`config.mk`:
```
export PLATFORM = sky130hd
export DESIGN_NAME = ls163_sync_counter
export DESIGN_NICKNAME = d
export VERILOG_FILES = /design/src/rtl/ls163_sync_counter_pkg.sv /design/src/rtl/ls163_next_state.sv /design/src/rtl/ls163_sync_counter.sv
export SDC_FILE = /design/constraint.sdc
export NUM_CORES = 1
export LEC_CHECK = 0
export CAP_MARGIN = 5
export CORE_AREA = 2 2 39 41
export DETAILED_ROUTE_END_ITERATION = 8
export DIE_AREA = 0 0 41 43
export HOLD_SLACK_MARGIN = 0.12
export SLEW_MARGIN = 25
export SYNTH_ARGS = -nofsm -noshare
export SYNTH_HDL_FRONTEND = slang
export SYNTH_SLANG_ARGS = --single-unit
export TNS_END_PERCENT = 30
```
`constraint.sdc`:
```
create_clock -name CLK -period 1.3 [get_ports CLK]
set_input_delay 0.39 -clock CLK [delete_from_list [all_inputs] [get_ports CLK]]
set_output_delay 0.39 -clock CLK [all_outputs]
set_load 0.02 [all_outputs]
```
`src/rtl/ls163_sync_counter_pkg.sv`:
```
// Shared constants and priority-action encoding for the LS163 counter emulation.
package ls163_sync_counter_pkg;
   localparam int LS163_WIDTH = 4;
   localparam logic [LS163_WIDTH-1:0] LS163_TC = {LS163_WIDTH{1'b1}};

   typedef enum logic [1:0] {
      ACT_CLR   = 2'd0,
      ACT_LOAD  = 2'd1,
      ACT_COUNT = 2'd2,
      ACT_HOLD  = 2'd3
   } ls163_act_e;

   // Clear beats load beats count; load ignores both enables.
   function automatic ls163_act_e ls163_action(input logic clr_n, input logic load_n,
                                               input logic enp, input logic ent);
      if (!clr_n)          return ACT_CLR;
      else if (!load_n)    return ACT_LOAD;
      else if (enp && ent) return ACT_COUNT;
      else                 return ACT_HOLD;
   endfunction
endpackage

```
`src/rtl/ls163_next_state.sv`:
```
// Combinational next-Q selection for the LS163 counter.
module ls163_next_state
   import ls163_sync_counter_pkg::*;
#(
   parameter int WIDTH = LS163_WIDTH
) (
   input  logic             clr_n,
   input  logic             load_n,
   input  logic             enp,
   input  logic             ent,
   input  logic [WIDTH-1:0] d,
   input  logic [WIDTH-1:0] q,
   output logic [WIDTH-1:0] q_next,
   output ls163_act_e       act
);
   always_comb begin
      act    = ls163_action(clr_n, load_n, enp, ent);
      q_next = q;
      unique case (act)
         ACT_CLR:   q_next = '0;
         ACT_LOAD:  q_next = d;
         ACT_COUNT: q_next = q + WIDTH'(1);
         default:   q_next = q;
      endcase
   end
endmodule

```
`src/rtl/ls163_sync_counter.sv`:
```
// SN74LS163A-style synchronous counter: async emulator reset, Q register, combinational RCO.
module ls163_sync_counter
   import ls163_sync_counter_pkg::*;
#(
   parameter int WIDTH = LS163_WIDTH
) (
   input  logic             CLK,
   input  logic             RST,
   input  logic             CLR_N,
   input  logic             LOAD_N,
   input  logic             ENP,
   input  logic             ENT,
   input  logic [WIDTH-1:0] D,
   output logic [WIDTH-1:0] Q,
   output logic             RCO
);
   logic [WIDTH-1:0] q_next;
   ls163_act_e       act;

   ls163_next_state #(.WIDTH(WIDTH)) u_next (
      .clr_n  (CLR_N),
      .load_n (LOAD_N),
      .enp    (ENP),
      .ent    (ENT),
      .d      (D),
      .q      (Q),
      .q_next (q_next),
      .act    (act)
   );

   always_ff @(posedge CLK or posedge RST) begin
      if (RST) Q <= '0;
      else     Q <= q_next;
   end

   assign RCO = ENT & (Q == {WIDTH{1'b1}});

   always_comb begin
      assert (!RCO || ENT);
   end

   // Snapshot taken mid-cycle; Q must not move again before the next rising edge.
   logic [WIDTH-1:0] q_mid;
   always_ff @(negedge CLK or posedge RST) begin
      if (RST) q_mid <= '0;
      else     q_mid <= Q;
   end

   a_q_edge_only: assert property (@(posedge CLK) disable iff (RST) Q == q_mid);

   c_clr:   cover property (@(posedge CLK) disable iff (RST) act == ACT_CLR);
   c_load:  cover property (@(posedge CLK) disable iff (RST) act == ACT_LOAD);
   c_count: cover property (@(posedge CLK) disable iff (RST) act == ACT_COUNT);
   c_hold:  cover property (@(posedge CLK) disable iff (RST) act == ACT_HOLD);
endmodule
```
* Yosys cells after proc, flatten, opt, wreduce, memory -nomap -nowiden
Cells that the tools add are included.
** Storage, ports and cells
- Register bits :: 4
- Output and inout bits :: 5
- Bits of input ports :: 10
** Operators by class
- Equality and inequality tests :: 3
- Reduce and logical (&&, ||, !) cells :: 3
- Mux-type cells :: 4
- Bitwise gates (word level) :: 1
- Add/subtract/negate cells :: 1
** Operator list (number)
- one-hot mux 4 bit (3 select lines) :: 1
- adder 4 x 1 -> 4 bit, second input constant :: 1
- equality test 4 bit, second input constant :: 1
- 2-to-1 mux 2 bit :: 2
- nonzero test 3 bit :: 1
- equality test 2 x 1 -> 1 bit, second input constant :: 1
- equality test 2 bit, second input constant :: 1
- zero test 2 bit :: 1
- AND 1 bit :: 1
- logical AND 1 bit :: 1
- 2-to-1 mux 1 bit :: 1

* Logic depth before layout (Yosys ltp)
- Depth after elaboration :: 6
- Gate-level depth with buffers :: 4

* Hierarchy
A second synthesis with hierarchy kept.
** Second synthesis, totals
- Cell total of the unflattened synthesis :: 30
- Area, all modules :: 249.0 µm²
** By module, submodules not included
- ls163_next_state :: sequential area each 0.0 µm², cells each 22, area each 132.6 µm², instances 1
- ls163_sync_counter :: sequential area each 100.1 µm², cells each 8, area each 116.4 µm², instances 1

* Worst setup path after synthesis
Ideal clock, no wire load.
- Path type :: register -> output
- Start point :: reg Q[0]
- End point :: out RCO
- Stages on the path, launching flop included :: 3
- Data required time :: 910 ps
- Arrival :: 974 ps
- Setup slack :: -64 ps
- Cell sequence :: dfrtp_1 ha_1 and4_2
** Between the ends
- Longest elaborated chain between the ends :: 2
** Ends and longest elaborated chain
- start: declaration :: line ls163_sync_counter.sv:14 : output logic [WIDTH-1:0] Q,
- start signal: assignment :: line ls163_sync_counter.sv:33 : else Q <= q_next;
- equality test 4 bit :: line ls163_sync_counter.sv:36 : assign RCO = ENT & (Q == {WIDTH{1'b1}});
- AND 1 bit :: line ls163_sync_counter.sv:36
- end: declaration :: line ls163_sync_counter.sv:15 : output logic RCO
No other way between the ends.

* Worst setup path after layout
- Start point :: reg Q[1]
- End point :: out RCO
The elaborated chain is that of the path after synthesis.

==> flow_summary.html <==
<table>
<tr><th>Metric</th><th>Value</th></tr>
<tr><th colspan="2">Synthesis</th></tr>
<tr><td>Largest family of logic cells by synthesized area</td><td>simple AND/OR/NAND/NOR gates</td></tr>
<tr><td>Adder-cell area share of the yosys netlist</td><td>5.46%</td></tr>
<tr><td>Seq cells post-synth</td><td>4</td></tr>
<tr><td>Seq/Total Area, Yosys</td><td>between 40% and 50%</td></tr>
<tr><td>Post-synthesis cell area</td><td>229 sq um</td></tr>
<tr><td>Fraction of synthesized cell area in xor and xnor cells</td><td>7.65%</td></tr>
<tr><td>Mapped Nets</td><td>36</td></tr>
<tr><td>Number of warning messages in the yosys log</td><td>0</td></tr>
<tr><td>Syn Inst Count</td><td>25</td></tr>
<tr><td>Simple-Gate Fraction of Synth Area</td><td>21.3%</td></tr>
<tr><td>Synth Area in Compound Gates</td><td>a little under a fifth</td></tr>
<tr><td>Post-synthesis cell type count</td><td>15</td></tr>
<tr><td>Fraction of synthesized area in multiplexers</td><td>0%</td></tr>
<tr><td>Average cell area after synthesis</td><td>9.16 sq um</td></tr>
<tr><th colspan="2">Cells and area</th></tr>
<tr><td>Number of antenna cells inserted</td><td>0</td></tr>
<tr><td>Biggest registers after layout</td><td>Q x4</td></tr>
<tr><td>Fraction of layout instances using a drive strength above 1</td><td>between 40% and 50%</td></tr>
<tr><td>Register with the highest flop count</td><td>Q</td></tr>
<tr><td>Final Net Count</td><td>63</td></tr>
<tr><td>Area Growth Syn to Fin</td><td>116%</td></tr>
<tr><td>Filler cells</td><td>152</td></tr>
<tr><td>Number of flip-flops in the largest register</td><td>4</td></tr>
<tr><td>Register Area</td><td>103 sq um</td></tr>
<tr><td>Area of the multi-input gates</td><td>135 sq um</td></tr>
<tr><td>Utilization of the core after routing</td><td>35.8%</td></tr>
<tr><th colspan="2">Routing</th></tr>
<tr><td>Detailed-route via count</td><td>271</td></tr>
<tr><td>Total wirelength of the detailed-routed design</td><td>608 um</td></tr>
<tr><td>DRC viols</td><td>0</td></tr>
<tr><td>Remaining number of nets flagged by the antenna check after routing</td><td>0</td></tr>
<tr><td>Per-cell via count in the routed design</td><td>4.04</td></tr>
<tr><td>First-pass iteration count of the detailed router</td><td>4</td></tr>
<tr><td>DR iter-0 viols</td><td>2</td></tr>
<tr><td>WL/cell</td><td>just over 9 um</td></tr>
<tr><th colspan="2">Setup path</th></tr>
<tr><td>Reg2reg setup slack</td><td>about 0.16 ns</td></tr>
<tr><td>Required time reported for the critical path endpoint</td><td>0.91 ns</td></tr>
<tr><td>Kind of end point of the critical path</td><td>output port</td></tr>
<tr><td>Worst Path Class, Setup</td><td>register to output port</td></tr>
<tr><td>Type of element launching the critical path</td><td>register</td></tr>
<tr><td>End of the worst register-to-register path</td><td>Q[3]</td></tr>
<tr><td>Cells on worst reg2reg path</td><td>4</td></tr>
<tr><td>Crit path DAT</td><td>1.08 ns</td></tr>
<tr><td>Maximum fanout along the worst path</td><td>2</td></tr>
<tr><td>FF-to-FF Start</td><td>Q[1]</td></tr>
<tr><th colspan="2">Global routing</th></tr>
<tr><td>Largest net degree at the start of global routing</td><td>7</td></tr>
<tr><td>Gr busiest metal</td><td>met1</td></tr>
<tr><td>Met2 Use GR</td><td>10.6%</td></tr>
<tr><td>GRT Total Usage</td><td>9.47%</td></tr>
<tr><td>Met1 Resource Use GR</td><td>between 10% and 20%</td></tr>
<tr><td>Wire length of the first global-routing pass</td><td>1.10 mm</td></tr>
<tr><td>Global-route congestion overflow total</td><td>0</td></tr>
<tr><td>Antenna violations before repair</td><td>0</td></tr>
<tr><td>Vias in the first global route</td><td>~270</td></tr>
<tr><td>GRT met3 Usage</td><td>around 4.7%</td></tr>
<tr><th colspan="2">STA</th></tr>
<tr><td>Final Hold Slack</td><td>about 0.33 ns</td></tr>
<tr><td>Hold violation count in the final report</td><td>0</td></tr>
<tr><td>Post-route setup TNS</td><td>-0.253 ns</td></tr>
<tr><td>Final worst path period share</td><td>113%</td></tr>
<tr><td>Least-Margin Pin Slew</td><td>roughly 0.21 ns</td></tr>
<tr><td>Final-report setup violation count</td><td>3</td></tr>
<tr><td>Number of pins exceeding their max-slew limit in the final report</td><td>0</td></tr>
<tr><td>Final clock skew</td><td>about 0.0057 ns</td></tr>
<tr><td>Worst Setup Slack, final</td><td>-0.174 ns</td></tr>
<tr><td>RSZ-0062 raised after global routing</td><td>true</td></tr>
<tr><td>Slew headroom</td><td>between 80% and 90%</td></tr>
<tr><td>Min Tclk post-route</td><td>about 1.5 ns</td></tr>
<tr><td>Fmax</td><td>just under 0.7 GHz</td></tr>
<tr><th colspan="2">Power and ir drop</th></tr>
<tr><td>Max VDD drop</td><td>416 uV</td></tr>
<tr><td>Overall power of the completed layout</td><td>437 uW</td></tr>
<tr><td>Leakage power figure</td><td>~0.00022 uW</td></tr>
<tr><td>Power density relative to cell area</td><td>882 nW/um^2</td></tr>
<tr><th colspan="2">CTS</th></tr>
<tr><td>Master cell of the clock root buffer</td><td>clkbuf_4</td></tr>
<tr><td>Clock-pin transition on the worst setup and hold timing paths</td><td>0.04 ns</td></tr>
<tr><td>CTS Hold Buffers Added</td><td>0</td></tr>
<tr><td>Clock Tree Buf Depth</td><td>2</td></tr>
<tr><td>Clock tree from TritonCTS</td><td>done</td></tr>
<tr><td>Setup Buffers After CTS</td><td>0</td></tr>
<tr><td>Insertion delay to the later sink of the worst-skew pair</td><td>0.24 ns</td></tr>
<tr><td>Maximum level of the CTS H-tree</td><td>1</td></tr>
<tr><td>TritonCTS buffer count</td><td>3</td></tr>
<tr><td>Total clock sinks</td><td>4</td></tr>
<tr><th colspan="2">Flow run</th></tr>
<tr><td>Max-cap violations</td><td>0</td></tr>
<tr><th colspan="2">Outcome</th></tr>
<tr><td>Violated checks</td><td>setup timing</td></tr>
<tr><td>Outcome</td><td>complete, but fails checks</td></tr>
<tr><th colspan="2">Place</th></tr>
<tr><td>PortBufs</td><td>14</td></tr>
<tr><td>RD Place Congestion</td><td>0.666</td></tr>
<tr><th colspan="2">Die</th></tr>
<tr><td>Area of the die</td><td>1760 sq um</td></tr>
<tr><td># rows</td><td>14</td></tr>
<tr><td>Die Span Y</td><td>43 um</td></tr>
<tr><td>Core ar.</td><td>1380 sq um</td></tr>
<tr><td>Overall die width</td><td>41 um</td></tr>
<tr><td># IOs</td><td>15</td></tr>
<tr><td>Starting Density</td><td>between 10% and 20%</td></tr>
<tr><th colspan="2">Worst hold path</th></tr>
<tr><td>Tightest Hold Check Type</td><td>input pin to async pin</td></tr>
</table>
Yosys cell counts:
master	number	area, sq um
dfrtp_1	4	100
nand3_1	3	15.0
o21ai_0	3	15.0
inv_1	2	7.51
nor2_1	2	7.51
xor2_1	2	17.5
a211oi_1	1	7.51
a21oi_1	1	5.00
a311oi_1	1	8.76
a31oi_1	1	6.26
and4_2	1	10.0
ha_1	1	12.5
nand2_1	1	3.75
nand2_2	1	6.26
or3_1	1	6.26
stage by stage:
step                cells  setup WS [ns]  cell area, sq um
finish                 67         -0.174               495
global route           67         -0.204               495
CTS                    67         -0.182               485
detailed placement     63         -0.761               453
global placement       63         -0.752               453
floorplan              25         0.0286               233
critical path, stage by stage (launching register included):
cell	delay [ns]
dfrtp_2	0.42
ha_4	0.16
and4_4	0.14
buf_6	0.12
layout by cell type, fill, tap and decap left out:
cell type        count
a211oi_1             1
a21oi_1              1
a311oi_1             1
a31oi_1              1
and4_4               1
buf_4                8
buf_6                5
clkbuf_1             1
clkbuf_4             3
clkdlybuf4s50_1      7
dfrtp_1              2
dfrtp_2              2
dlygate4sd2_1        2
ha_4                 1
inv_1                2
nand2_1              1
nand2_2              1
nand3_1              3
nor2_1               2
o21ai_0              3
or3_1                1
xor2_1               2
cell type report:
class / count / share of cell area (%)
inverter: 2 / 1.52
sequential: 4 / 20.7
multi-input combinational: 19 / 27.3
clock buffer: 4 / 5.30
timing repair buffer: 22 / 41.2
tap: 16 / 4.04
worst max-delay path by stage:
stage                     from  end  slack, ns  cells after the start
after floorplan           Q[0]  RCO       0.03                      2
after global routing      Q[0]  RCO      -0.20                      3
final                     Q[1]  RCO      -0.17                      3
after global placement     ENT  RCO      -0.75                      3
after detailed placement   ENT  RCO      -0.76                      3
after CTS                 Q[1]  RCO      -0.18                      3
repair_timing:
item,4_1_cts,5_1_grt
resized for setup,31,3
cloned,0,0
endpoints found under the setup margin,6,5
pin swaps,2,1
metal layers:
layer | vias up | part of all wire [%]
met2 | 16 | 38
met5 | - | 0
met1 | 108 | 46
met4 | 0 | 3.3
li1 | 145 | -
met3 | 2 | 12
cells by family (layout without fill, tap and decap cells):
family,after synthesis,in the layout
compound gates,7,7
xor+xnor,2,2
fa+ha+maj,1,1
buf+inv,2,28
flops,4,4
simple gates,9,9
where the power goes:
part           switching [uW]  internal [uW]  leakage (uW)
combinational            49.1           70.2      0.000157
sequential               7.75            135     0.0000491
clock                    59.3            116     0.0000150
Note: power is estimated with default switching activity, not from simulation.
